==> src/rtl/uart_tx_feeder.sv <==
// Byte FIFO plus launch controller feeding a UART transmitter.
// Bytes queue from the system side; one is launched per frame.
//
// Ports:
//   clk, reset          : system clock, synchronous active-high reset
//   wr_data, wr_en      : enqueue interface
//   fifo_full/empty     : registered occupancy flags
//   fifo_count          : registered number of stored bytes
//   wr_drop             : pulse, a write hit a full FIFO
//   tx_busy             : busy flag from the transmitter FSM
//   tx_valid, tx_data   : launch pulse and held parallel byte
//   tx_err              : pulse, tx_busy never rose after a launch
module uart_tx_feeder #(
    parameter int DATA_WIDTH = 8,
    parameter int DEPTH      = 8,
    parameter int ADDR_WIDTH = 3,
    parameter int BUSY_WAIT  = 4
) (
    input  logic                  clk,
    input  logic                  reset,
    input  logic [DATA_WIDTH-1:0] wr_data,
    input  logic                  wr_en,
    output logic                  fifo_full,
    output logic                  fifo_empty,
    output logic [ADDR_WIDTH:0]   fifo_count,
    output logic                  wr_drop,
    input  logic                  tx_busy,
    output logic                  tx_valid,
    output logic [DATA_WIDTH-1:0] tx_data,
    output logic                  tx_err
);

    localparam int CW  = ADDR_WIDTH + 1;
    localparam int WCW = $clog2(BUSY_WAIT + 1);

    localparam logic [ADDR_WIDTH-1:0] PTR_ONE  = ADDR_WIDTH'(1);
    localparam logic [CW-1:0]         CNT_ONE  = CW'(1);
    localparam logic [CW-1:0]         CNT_FULL = CW'(DEPTH);
    localparam logic [WCW-1:0]        WAIT_ONE = WCW'(1);
    localparam logic [WCW-1:0]        WAIT_LST = WCW'(BUSY_WAIT - 1);

    typedef enum logic [1:0] {
        IDLE      = 2'd0,
        WAIT_BUSY = 2'd1,
        WAIT_DONE = 2'd2
    } state_e;

    // Storage (never reset)
    logic [DATA_WIDTH-1:0] mem_q [DEPTH];

    // FIFO bookkeeping
    logic [ADDR_WIDTH-1:0] wr_ptr_q, wr_ptr_d;
    logic [ADDR_WIDTH-1:0] rd_ptr_q, rd_ptr_d;
    logic [CW-1:0]         count_q, count_d;
    logic                  full_q, full_d;
    logic                  empty_q, empty_d;
    logic                  drop_q, drop_d;

    // Launch FSM
    state_e                state_q, state_d;
    logic [WCW-1:0]        wait_q, wait_d;
    logic                  valid_q, valid_d;
    logic [DATA_WIDTH-1:0] data_q, data_d;
    logic                  err_q, err_d;

    logic wr_acc;
    logic rd_en;

    // Full is judged on the pre-edge flag, so a pop on the
    // same edge cannot rescue a write into a full FIFO.
    assign wr_acc = wr_en & ~full_q;

    // ---------------------------------------------------------
    // Launch FSM next-state and outputs
    // ---------------------------------------------------------
    always_comb begin
        state_d = state_q;
        wait_d  = wait_q;
        valid_d = 1'b0;
        err_d   = 1'b0;
        data_d  = data_q;
        rd_en   = 1'b0;

        case (state_q)
            IDLE: begin
                if (!empty_q && !tx_busy) begin
                    data_d  = mem_q[rd_ptr_q];
                    valid_d = 1'b1;
                    rd_en   = 1'b1;
                    wait_d  = '0;
                    state_d = WAIT_BUSY;
                end
            end
            WAIT_BUSY: begin
                if (tx_busy) begin
                    state_d = WAIT_DONE;
                end else if (wait_q == WAIT_LST) begin
                    // Counter reaches BUSY_WAIT on this edge:
                    // give up on the byte.
                    wait_d  = wait_q + WAIT_ONE;
                    err_d   = 1'b1;
                    state_d = IDLE;
                end else begin
                    wait_d  = wait_q + WAIT_ONE;
                end
            end
            WAIT_DONE: begin
                if (!tx_busy) begin
                    state_d = IDLE;
                end
            end
            default: begin
                // Corrupt encoding: park with outputs cleared.
                state_d = IDLE;
                wait_d  = '0;
                data_d  = '0;
            end
        endcase
    end

    // ---------------------------------------------------------
    // FIFO next-state
    // ---------------------------------------------------------
    always_comb begin
        wr_ptr_d = wr_ptr_q;
        rd_ptr_d = rd_ptr_q;
        count_d  = count_q;
        drop_d   = wr_en & full_q;

        if (wr_acc) begin
            wr_ptr_d = wr_ptr_q + PTR_ONE;
        end
        if (rd_en) begin
            rd_ptr_d = rd_ptr_q + PTR_ONE;
        end

        case ({wr_acc, rd_en})
            2'b10:   count_d = count_q + CNT_ONE;
            2'b01:   count_d = count_q - CNT_ONE;
            default: count_d = count_q;
        endcase

        full_d  = (count_d == CNT_FULL);
        empty_d = (count_d == '0);
    end

    // ---------------------------------------------------------
    // Registers
    // ---------------------------------------------------------
    always_ff @(posedge clk) begin
        if (reset) begin
            wr_ptr_q <= '0;
            rd_ptr_q <= '0;
            count_q  <= '0;
            full_q   <= 1'b0;
            empty_q  <= 1'b1;
            drop_q   <= 1'b0;
            state_q  <= IDLE;
            wait_q   <= '0;
            valid_q  <= 1'b0;
            data_q   <= '0;
            err_q    <= 1'b0;
        end else begin
            wr_ptr_q <= wr_ptr_d;
            rd_ptr_q <= rd_ptr_d;
            count_q  <= count_d;
            full_q   <= full_d;
            empty_q  <= empty_d;
            drop_q   <= drop_d;
            state_q  <= state_d;
            wait_q   <= wait_d;
            valid_q  <= valid_d;
            data_q   <= data_d;
            err_q    <= err_d;
        end
    end

    always_ff @(posedge clk) begin
        if (!reset && wr_acc) begin
            mem_q[wr_ptr_q] <= wr_data;
        end
    end

    assign fifo_full  = full_q;
    assign fifo_empty = empty_q;
    assign fifo_count = count_q;
    assign wr_drop    = drop_q;
    assign tx_valid   = valid_q;
    assign tx_data    = data_q;
    assign tx_err     = err_q;

endmodule

==> config.mk <==
export PLATFORM = sky130hd
export DESIGN_NAME = uart_tx_feeder
export DESIGN_NICKNAME = d
export VERILOG_FILES = /design/src/rtl/uart_tx_feeder.sv
export SDC_FILE = /design/constraint.sdc
export NUM_CORES = 1
export LEC_CHECK = 0
export ABC_AREA = 1
export BUFFER_PORTS_ARGS = -buffer_cell sky130_fd_sc_hd__buf_4
export CAP_MARGIN = 40
export CORE_MARGIN = 4
export CORE_UTILIZATION = 50
export DETAILED_ROUTE_END_ITERATION = 12
export GPL_TIMING_DRIVEN = 0
export PLACE_DENSITY_LB_ADDON = 0.2
export SYNTH_ARGS = -nofsm -noshare
export SYNTH_HDL_FRONTEND = slang
export SYNTH_SLANG_ARGS = --single-unit
==> constraint.sdc <==
create_clock -name clk -period 2.25 [get_ports clk]
set_input_delay 0.225 -clock clk [delete_from_list [all_inputs] [get_ports clk]]
set_output_delay 0.225 -clock clk [all_outputs]
set_load 0.02 [all_outputs]
==> impl_metrics.py, run 1 <==
metrics = {
    "clock_network": {
        "clk_pin_slew_ns": 0.10,
        "h-tree-depth": 3,
        "clockBufferDepth": 2,
        "post_cts_resized": 0,
        "clkSinkCount": 95,
        "clock_latency_ns": 0.36,
        "cts-hold-fix-buffers": 0,
        "post_cts.repair.setup_buffers": 0,
        "tritoncts": "yes",
        "root_buffer": "clkbuf_8",
        "numCtsBuffers": 9,
    },
    "drt": {
        "dr_wl_met3_um": 811,
        "viasPerCell": 5.26,
        "vias": 2762,
        "dr.pass1.iters": 4,
        "postRouteAntennaNets": 0,
        "met1_length_mm": 3.40,
        "dr_wl_met2_mm": 3.57,
        "drt_iter0_drc": 222,
        "routed_wl_mm": 7.89,
        "drc": 0,
        "post_drt_wl_per_cell_um": 15.0,
        "top_layer_used": "met4",
    },
    "sta": {
        "fin_skew_ns": 0.0153,
        "drv_slew": 0,
        "finalSetupViolations": 0,
        "fin_crit_ns": 2.00,
        "tns_ns": 0,
        "post-route-period-util_pct": 89.0,
        "max_freq_mhz": 499,
        "final.setup.worst_slack_ns": 0.247,
        "tightestPinTransition_ns": 0.832,
        "whs_ns": 0.0959,
        "relSlewSlack_pct": 44.4,
        "rsz0062_at_grt": "no",
        "hold_viol": 0,
    },
    "pwr": {
        "vdd_ir_drop_max_v": 0.000508,
        "p_per_area_nw_per_um2": 1110,
        "p_leak_nw": 1.69,
    },
    "critical_path": {
        "end_kind": "flip-flop",
        "crit_type": "flip-flop to flip-flop",
        "cp_max_fo": 5,
        "cp_slowest_cell": "dfxtp_1",
        "crit_family": "adder cells",
        "cp.required_ns": 2.55,
        "path_buf_inv": 3,
        "crit_top_cell": "inv_1",
        "arrival_ns": 2.31,
        "max_stage_delay_ns": 0.37,
        "crit_chain": "inv_1, ha_1, inv_1, nor2_1, ha_1, nand2_1, o21ai_0, nor2_1, nand3_1, nand2_1, inv_1, a21oi_1",
        "cp-start-kind": "flip-flop",
    },
    "layout": {
        "drive_above_1_share_pct": 13.0,
        "fin_area_um2": 4470,
        "utilization_pct": 58.1,
        "area_delta_synth_final_pct": 13.8,
        "diodes": 0,
        "final_nets": 440,
    },
    "die": {
        "core_um2": 7690,
        "fp.dieH_um": 96.6,
        "die-area_um2": 9330,
        "start_util_pct": 51.1,
        "die_x_um": 96.6,
        "placementRows": 32,
        "ioPinCount": 29,
    },
    "synthesis": {
        "ys.flop_type": "edfxtp_1",
        "synth_edf_count": 64,
        "synthTopCellsByArea": "edfxtp_1 49%, dfxtp_1 16%, o21ai_0 6.6%",
        "ys_warn_count": 0,
        "yosys.area.top_type": "edfxtp_1",
        "synth_top_area_share_pct": 48.9,
        "yosysMostFrequentCell": "nor2_1",
        "ys_seq_area_share_pct": 64.8,
        "netlist_instances": 376,
        "netlist-cell-type-count": 24,
        "avgSynthCellArea_um2": 10.4,
        "synth_seq_cells": 95,
        "synth_area_um2": 3930,
        "synthTopCellsByCount": "68 x nor2_1, 64 x edfxtp_1, 52 x o21ai_0",
        "ys_async_sr_fraction_pct": 0,
        "syn-num-nets": 398,
    },
    "global_routing": {
        "grt_pass1_vias": 2588,
        "grt_overflow_total": 0,
        "grt_pass1_wl_mm": 12.8,
        "antenna_found_initial": 0,
        "grt_max_degree": 19,
        "track_usage_pct": 17.5,
    },
    "flow_run": {
        "cap_viol_max_count": 0,
    },
    "placement": {
        "post-dp-hpwl_mm": 5.60,
        "place_congestion": 0.783,
        "numPortBuffers": 27,
        "postPlaceCellArea_um2": 4280,
        "pre_cts_ws_ns": 0.239,
    },
    "hold_path": {
        "min_path_type": "input port to flip-flop",
    },
    "outcome": {
        "status": "complete, no violations",
    },
}
==> per-layer routing <==
metal  vias to the layer above  track usage, %
li1                       1383               -
met1                      1275            23.5
met2                        95            27.1
met3                         9            5.98
met4                         0            5.08
met5                         -               0
==> flip-flops by register name (all words and copies together), names as in the netlist, 2 cells and up, named ones only <==
signal and cells:
wr_ptr_q 3, state_q 2, tx_data 8, mem_q 64, fifo_count 4, wait_q 3, rd_ptr_q 3
==> path summary, 6_finish.rpt <==
path / to / start / slack (ns) / cells past startpoint
worst min register to register: wr_drop / fifo_full / 0.46 / 2
worst max register to register: fifo_empty / state_q[1] / 0.25 / 12
worst min-delay path: mem_q[3][1] / wr_data[1] / 0.1 / 1
worst max-delay path: fifo_empty / state_q[1] / 0.25 / 12
==> layout by cell type, fill, tap and decap left out, types with 2 or more instances in the layout <==
master      instances
edfxtp_1           64
nor2_1             68
inv_1              32
xnor2_1             2
o211ai_1           16
clkbuf_1            9
nand4_1             2
buf_2               6
o21ai_0            52
clkbuf_8            9
inv_8               2
a21oi_1            23
buf_4              28
nand2_1            37
ha_1               10
dfxtp_1            31
inv_6               2
nor3_1              6
clkinvlp_4          2
nand3_1            11
buf_1               2
==> cell type report <==
class | instances | area (µm²)
Inverter | 32 | 120
Tap cell | 102 | 128
Fill cell | 675 | 3220
Buffer | 15 | 67.6
Clock buffer | 9 | 124
Multi-Input combinational cell | 234 | 1200
Timing Repair Buffer | 31 | 225
Sequential cell | 95 | 2540
Clock inverter | 7 | 63.8
==> power breakdown <==
group / internal (mW) / total [mW] / switching, mW
clock: 0.426 / 1.06 / 0.634
sequential: 2.08 / 2.22 / 0.145
combinational: 0.598 / 1.69 / 1.10
total: 3.10 / 4.97 / 1.87
==> per-stage QoR <==
stage,instances,power (mW)
floorplan,376,3.39
global placement,505,3.91
detailed placement,509,3.96
CTS,525,5.01
global route,525,5.32
finish,525,4.97
==> cell families (layout without fill, tap and decap cells) <==
kind of cell             after synthesis  count (layout)  share of synthesized area [%]
AND/OR/NAND/NOR                      129             129                           13.8
flip-flops                            95              95                           64.8
AO/OA/AOI/OAI                         92              92                           12.8
buffers and inverters                 47              94                           4.78
adder cells (fa/ha/maj)               10              10                           3.19
XOR/XNOR                               3               3                          0.669
Note: power is estimated with default switching activity, not from simulation.
==> run 2, diff against run 1 <==
--- a/config.mk
+++ b/config.mk
@@ -13,6 +13,7 @@
 export DETAILED_ROUTE_END_ITERATION = 12
 export GPL_TIMING_DRIVEN = 0
 export PLACE_DENSITY_LB_ADDON = 0.2
+export REMOVE_ABC_BUFFERS = 1
 export SYNTH_ARGS = -nofsm -noshare
 export SYNTH_HDL_FRONTEND = slang
 export SYNTH_SLANG_ARGS = --single-unit
==> impl_metrics.py, run 2 (synthesis gave the netlist of run 1 again) <==
metrics = {
    "global_routing": {
        "grt_pass1_vias": 2568,
        "grt_pass1_wl_mm": 13.1,
        "track_usage_pct": 17.8,
        "grt_max_degree": 26,
        "grt_overflow_total": 0,
        "antenna_found_initial": 0,
    },
    "drt": {
        "dr.pass1.iters": 5,
        "postRouteAntennaNets": 0,
        "drc": 0,
        "routed_wl_mm": 8.01,
        "viasPerCell": 5.29,
        "post_drt_wl_per_cell_um": 15.5,
        "vias": 2731,
        "drt_iter0_drc": 130,
    },
    "layout": {
        "top_register": "mem_q",
        "final_nets": 431,
        "nFillCells": 661,
        "drive_above_1_share_pct": 14.7,
        "area_delta_synth_final_pct": 15.1,
        "largest_reg_flops": 64,
        "final_cell_mix": "68 x nor2_1, 64 x edfxtp_1, 52 x o21ai_0, 37 x nand2_1, 34 x buf_4",
        "final_common_cell": "nor2_1",
        "fin_cells": 516,
        "diodes": 0,
    },
    "die": {
        "die-area_um2": 9330,
        "fp.dieH_um": 96.6,
        "core_um2": 7690,
        "ioPinCount": 29,
        "die_x_um": 96.6,
        "start_util_pct": 51.1,
        "placementRows": 32,
    },
    "pwr": {
        "total_power_mw": 4.97,
        "p_leak_nw": 1.71,
        "vdd_ir_drop_max_v": 0.000458,
        "p_per_area_nw_per_um2": 1100,
    },
    "sta": {
        "relSlewSlack_pct": 43.5,
        "max_freq_mhz": 499,
        "hold_viol": 0,
        "rsz0062_at_grt": "no",
        "finalSetupViolations": 0,
        "post-route-period-util_pct": 89.1,
        "tightestPinTransition_ns": 0.843,
        "fin_skew_ns": 0.0131,
        "fin_crit_ns": 2.01,
        "drv_slew": 0,
        "final.setup.worst_slack_ns": 0.245,
    },
    "placement": {
        "numPortBuffers": 28,
        "place_congestion": 0.795,
        "post-dp-hpwl_mm": 5.19,
        "pre_cts_ws_ns": 0.0841,
        "dp_cells": 499,
    },
    "clock_network": {
        "cts-hold-fix-buffers": 0,
        "clockBufferDepth": 2,
        "clock_latency_ns": 0.36,
        "tritoncts": "yes",
        "post_cts_resized": 0,
        "post_cts.repair.setup_buffers": 0,
        "root_buffer": "clkbuf_8",
        "h-tree-depth": 3,
        "clk_pin_slew_ns": 0.10,
        "numCtsBuffers": 9,
        "clkSinkCount": 95,
    },
    "critical_path": {
        "cp.required_ns": 2.55,
        "cp_max_fo": 5,
        "crit_type": "flip-flop to flip-flop",
        "cp-start-kind": "flip-flop",
        "arrival_ns": 2.30,
        "end_kind": "flip-flop",
    },
    "hold_path": {
        "min_path_type": "input port to flip-flop",
    },
    "flow_run": {
        "cap_viol_max_count": 0,
    },
    "outcome": {
        "status": "complete, no violations",
    },
}
-- run 2: cell types whose count changed in the layout (fill, tap and decap cells not counted), sizes merged --
| cell | before | now |
|---|---|---|
| clkinvlp | 2 | 1 |
| clkbuf | 18 | 9 |
| clkinv | 1 | 2 |
-- run 2: cell type report --
class                   instances  area, µm²  share of cell area [%]
well taps                     102        128                    2.82
flip-flops and latches         95       2540                    56.3
inverters                      32        120                    2.66
clock inverters                 7       62.6                    1.38
multi-input cells             234       1220                    26.9
clock buffers                   9        124                    2.74
repair buffers                 37        325                    7.20
-- run 2: worst max-delay path: stages (launching register included) --
cell,delay (ns)
dfxtp_1,0.32
inv_1,0.11
ha_1,0.16
inv_1,0.10
nor2_1,0.26
ha_1,0.34
nand2_1,0.09
o21ai_0,0.10
nor2_1,0.11
nand3_1,0.11
nand2_1,0.07
inv_1,0.04
a21oi_1,0.12
-- run 2: routing by layer --
layer / part of all wire, % / vias up / track usage [%] / wire [µm]
met5: 0 / - / 0 / 0
met4: 1.7 / 0 / 8.42 / 138
met2: 50 / 55 / 28.6 / 4010
met3: 3.9 / 14 / 3.32 / 314
met1: 44 / 1299 / 23.4 / 3540
li1: - / 1363 / - / -
-- run 2: worst paths after layout --
check	end	start	slack [ns]	cells past startpoint
max	fifo_empty	state_q[0]	0.24	12
min	mem_q[1][4]	wr_data[4]	0.09	1
max reg2reg	fifo_empty	state_q[0]	0.24	12
min reg2reg	wr_drop	fifo_full	0.45	2
-- run 2: power breakdown --
part / total (mW) / switching [mW] / internal (mW)
sequential: 2.27 / 0.193 / 2.07
clock: 1.06 / 0.635 / 0.425
combinational: 1.64 / 1.03 / 0.616
total: 4.97 / 1.86 / 3.12
-- run 2: stage by stage --
stage | TNS [ns] | util (%) | hold slack, ns | cell area [µm²]
after global routing | 0 | 58.8 | 0.0686 | 4520
after global placement | -12.33 | 54.6 | 0.439 | 4200
after CTS | 0 | 58.7 | 0.0735 | 4510
after floorplan | 0 | - | 0.294 | 3860
after detailed placement | 0 | 56.3 | 0.448 | 4320
final | 0 | 58.8 | 0.0875 | 4520
==> run 3, diff against run 2 <==
--- a/config.mk
+++ b/config.mk
@@ -5,15 +5,16 @@
 export SDC_FILE = /design/constraint.sdc
 export NUM_CORES = 1
 export LEC_CHECK = 0
-export ABC_AREA = 1
 export BUFFER_PORTS_ARGS = -buffer_cell sky130_fd_sc_hd__buf_4
 export CAP_MARGIN = 40
+export CORE_ASPECT_RATIO = 1.5
 export CORE_MARGIN = 4
 export CORE_UTILIZATION = 50
 export DETAILED_ROUTE_END_ITERATION = 12
 export GPL_TIMING_DRIVEN = 0
 export PLACE_DENSITY_LB_ADDON = 0.2
 export REMOVE_ABC_BUFFERS = 1
+export SETUP_SLACK_MARGIN = 0.05
 export SYNTH_ARGS = -nofsm -noshare
 export SYNTH_HDL_FRONTEND = slang
 export SYNTH_SLANG_ARGS = --single-unit
==> impl_metrics.py, run 3 <==
metrics = {
    "synthesis": {
        "ys.flop_type": "edfxtp_1",
        "avgSynthCellArea_um2": 15.1,
        "synth_top_area_share_pct": 49.8,
        "yosys.area.top_type": "edfxtp_1",
        "netlist-cell-type-count": 42,
        "synth_area_um2": 3860,
        "ys_warn_count": 0,
        "yosysMostFrequentCell": "edfxtp_1",
        "ys_async_sr_fraction_pct": 0,
        "synth_edf_count": 64,
        "synth_seq_cells": 95,
        "netlist_instances": 256,
        "synthTopCellsByCount": "64 x edfxtp_1, 31 x dfxtp_1, 30 x nor2_1",
        "synthTopCellsByArea": "edfxtp_1 50%, dfxtp_1 16%, mux4_2 9.3%",
        "ys_seq_area_share_pct": 65.8,
    },
    "critical_path": {
        "cp-start-kind": "flip-flop",
        "max_stage_delay_ns": 0.39,
        "crit_type": "flip-flop to flip-flop",
        "crit_chain": "inv_2, ha_4, or3b_4, nor2_4, xnor2_2, ha_2, a21oi_2, a21boi_2, nor3_2, xnor2_2, nor4bb_2",
        "cp_slowest_cell": "or3b_4",
        "crit_family": "simple AND/OR/NAND/NOR gates",
        "path_buf_inv": 1,
        "r2r_start": "state_q[0]",
        "cp.depth": 11,
        "rr_endpoint": "fifo_full",
        "crit_top_cell": "xnor2_2",
        "end_kind": "flip-flop",
        "reg2regPathDepth": 11,
        "cp_max_fo": 3,
        "cp.required_ns": 2.49,
        "critPathLaunch": "state_q[0]",
        "r2r_slack_ns": -0.01,
        "arrival_ns": 2.50,
        "crit_end": "fifo_full",
    },
    "layout": {
        "final_common_cell": "edfxtp_1",
        "nFillCells": 588,
        "top_register": "mem_q",
        "largest_reg_flops": 64,
        "diodes": 0,
        "drive_above_1_share_pct": 34.7,
        "final_cell_mix": "64 x edfxtp_1, 40 x buf_4, 29 x dfxtp_1, 28 x nor2_1, 16 x mux4_2",
        "ff_latch_area_um2": 2540,
        "final_nets": 317,
        "multiInputGateArea_um2": 1360,
        "area_delta_synth_final_pct": 20.4,
    },
    "die": {
        "placementRows": 39,
        "die-area_um2": 9220,
        "start_util_pct": 51.1,
        "core_um2": 7560,
        "die_x_um": 79.8,
        "fp.dieH_um": 116,
        "ioPinCount": 29,
    },
    "pwr": {
        "vdd_ir_drop_max_v": 0.000658,
        "p_per_area_nw_per_um2": 950,
        "p_leak_nw": 1.63,
    },
    "global_routing": {
        "grt_pass1_wl_mm": 11.4,
        "grt_overflow_total": 0,
        "antenna_found_initial": 0,
        "track_usage_pct": 17.1,
        "grt_pass1_vias": 2254,
        "grt_max_degree": 38,
    },
    "sta": {
        "relSlewSlack_pct": 41.6,
        "drv_slew": 0,
        "tns_ns": -0.00967,
        "rsz0062_at_grt": "yes",
        "post-route-period-util_pct": 100,
        "fin_skew_ns": 0.00693,
        "hold_viol": 0,
        "tightestPinTransition_ns": 0.871,
        "max_freq_mhz": 443,
        "fin_crit_ns": 2.26,
        "finalSetupViolations": 1,
        "final.setup.worst_slack_ns": -0.00967,
    },
    "outcome": {
        "violations": "negative setup slack",
        "status": "complete, but fails checks",
    },
    "placement": {
        "post-dp-hpwl_mm": 4.75,
        "numPortBuffers": 28,
        "place_congestion": 0.771,
        "pre_cts_ws_ns": -0.343,
    },
    "flow_run": {
        "cap_viol_max_count": 0,
    },
    "drt": {
        "drt_iter0_drc": 133,
        "routed_wl_mm": 7.18,
        "postRouteAntennaNets": 0,
        "viasPerCell": 5.50,
        "post_drt_wl_per_cell_um": 17.9,
        "dr.pass1.iters": 4,
        "vias": 2213,
        "drc": 0,
    },
    "clock_network": {
        "h-tree-depth": 3,
        "numCtsBuffers": 9,
        "clk_pin_slew_ns": 0.06,
        "cts-hold-fix-buffers": 0,
        "clkSinkCount": 95,
        "tritoncts": "yes",
        "clockBufferDepth": 2,
        "root_buffer": "clkbuf_16",
        "clock_latency_ns": 0.34,
    },
    "hold_path": {
        "min_path_type": "input port to flip-flop",
    },
}
## run 3: cell types whose count changed after synthesis, moves of 19 or more
cell	previous run	this run
o21ai_0	52	2
a21oi_1	23	4
nand2_1	37	13
inv_1	32	7
nor2_1	68	30
## run 3: logic make-up after synthesis
kind of cell    Yosys count  share of synthesized area (%)
fa+ha+maj                10                           3.24
simple gates             71                           9.46
buf+inv                  20                           2.40
xor+xnor                  8                           1.81
compound gates           25                           4.80
mux                      27                           12.4
flops                    95                           65.8
## run 3: area by class of cell
class / instances / share of cell area, %
sequential: 95 / 54.8
multi-input combinational: 141 / 29.2
clock buffer: 15 / 5.55
timing repair buffer: 41 / 7.05
clock inverter: 1 / 0.108
tap: 102 / 2.75
inverter: 7 / 0.619
## run 3: stage by stage
step	std cells	instance area [µm²]	total power [mW]	hold slack [ns]	util, %
2_1_floorplan	243	3790	2.68	0.294	-
3_3_place_gp	373	4130	2.96	0.452	54.6
3_5_place_dp	380	4240	3.02	0.447	56.1
4_1_cts	401	4600	4.43	0.107	60.8
5_1_grt	402	4650	4.64	0.109	61.5
6_report	402	4650	4.42	0.121	61.5
## run 3: metal layers
layer	wire (µm)	track usage, %
met1	2930	19.4
met2	3830	29.9
met3	266	4.43
met4	149	8.34
met5	0	0
## run 3: worst min path at each step
| stage | start | to | slack [ns] | cells past startpoint |
|---|---|---|---|---|
| finish | wr_data[6] | mem_q[5][6] | 0.12 | 1 |
| global route | wr_data[3] | mem_q[0][3] | 0.11 | 1 |
| CTS | wr_data[3] | mem_q[2][3] | 0.11 | 1 |
| detailed placement | fifo_full | wr_drop | 0.45 | 2 |
| global placement | fifo_full | wr_drop | 0.45 | 2 |
| floorplan | reset | rd_ptr_q[1] | 0.29 | 1 |
## run 3: where the power goes
| part | switching (mW) | leakage [nW] | total (mW) | internal [mW] |
|---|---|---|---|---|
| logic | 0.478 | 0.668 | 0.956 | 0.479 |
| registers | 0.131 | 0.832 | 2.11 | 1.98 |
| clock network | 0.574 | 0.128 | 1.35 | 0.779 |
| total | 1.18 | 1.63 | 4.42 | 3.23 |
## run 3: what timing repair did
action | in CTS | in global routing
buffers inserted | 5 | 1
pin swaps | 5 | 6
resized for setup | 18 | 7
endpoints found under the setup margin | 25 | 4
## run 3: worst reg2reg max path, delay by kind of cell, from the launching register on
family          cells  cell delay, ns
flops               1            0.32
compound gates      2            0.21
simple gates        4            0.97
xor+xnor            2            0.26
buf+inv             1            0.08
fa+ha+maj           2            0.32
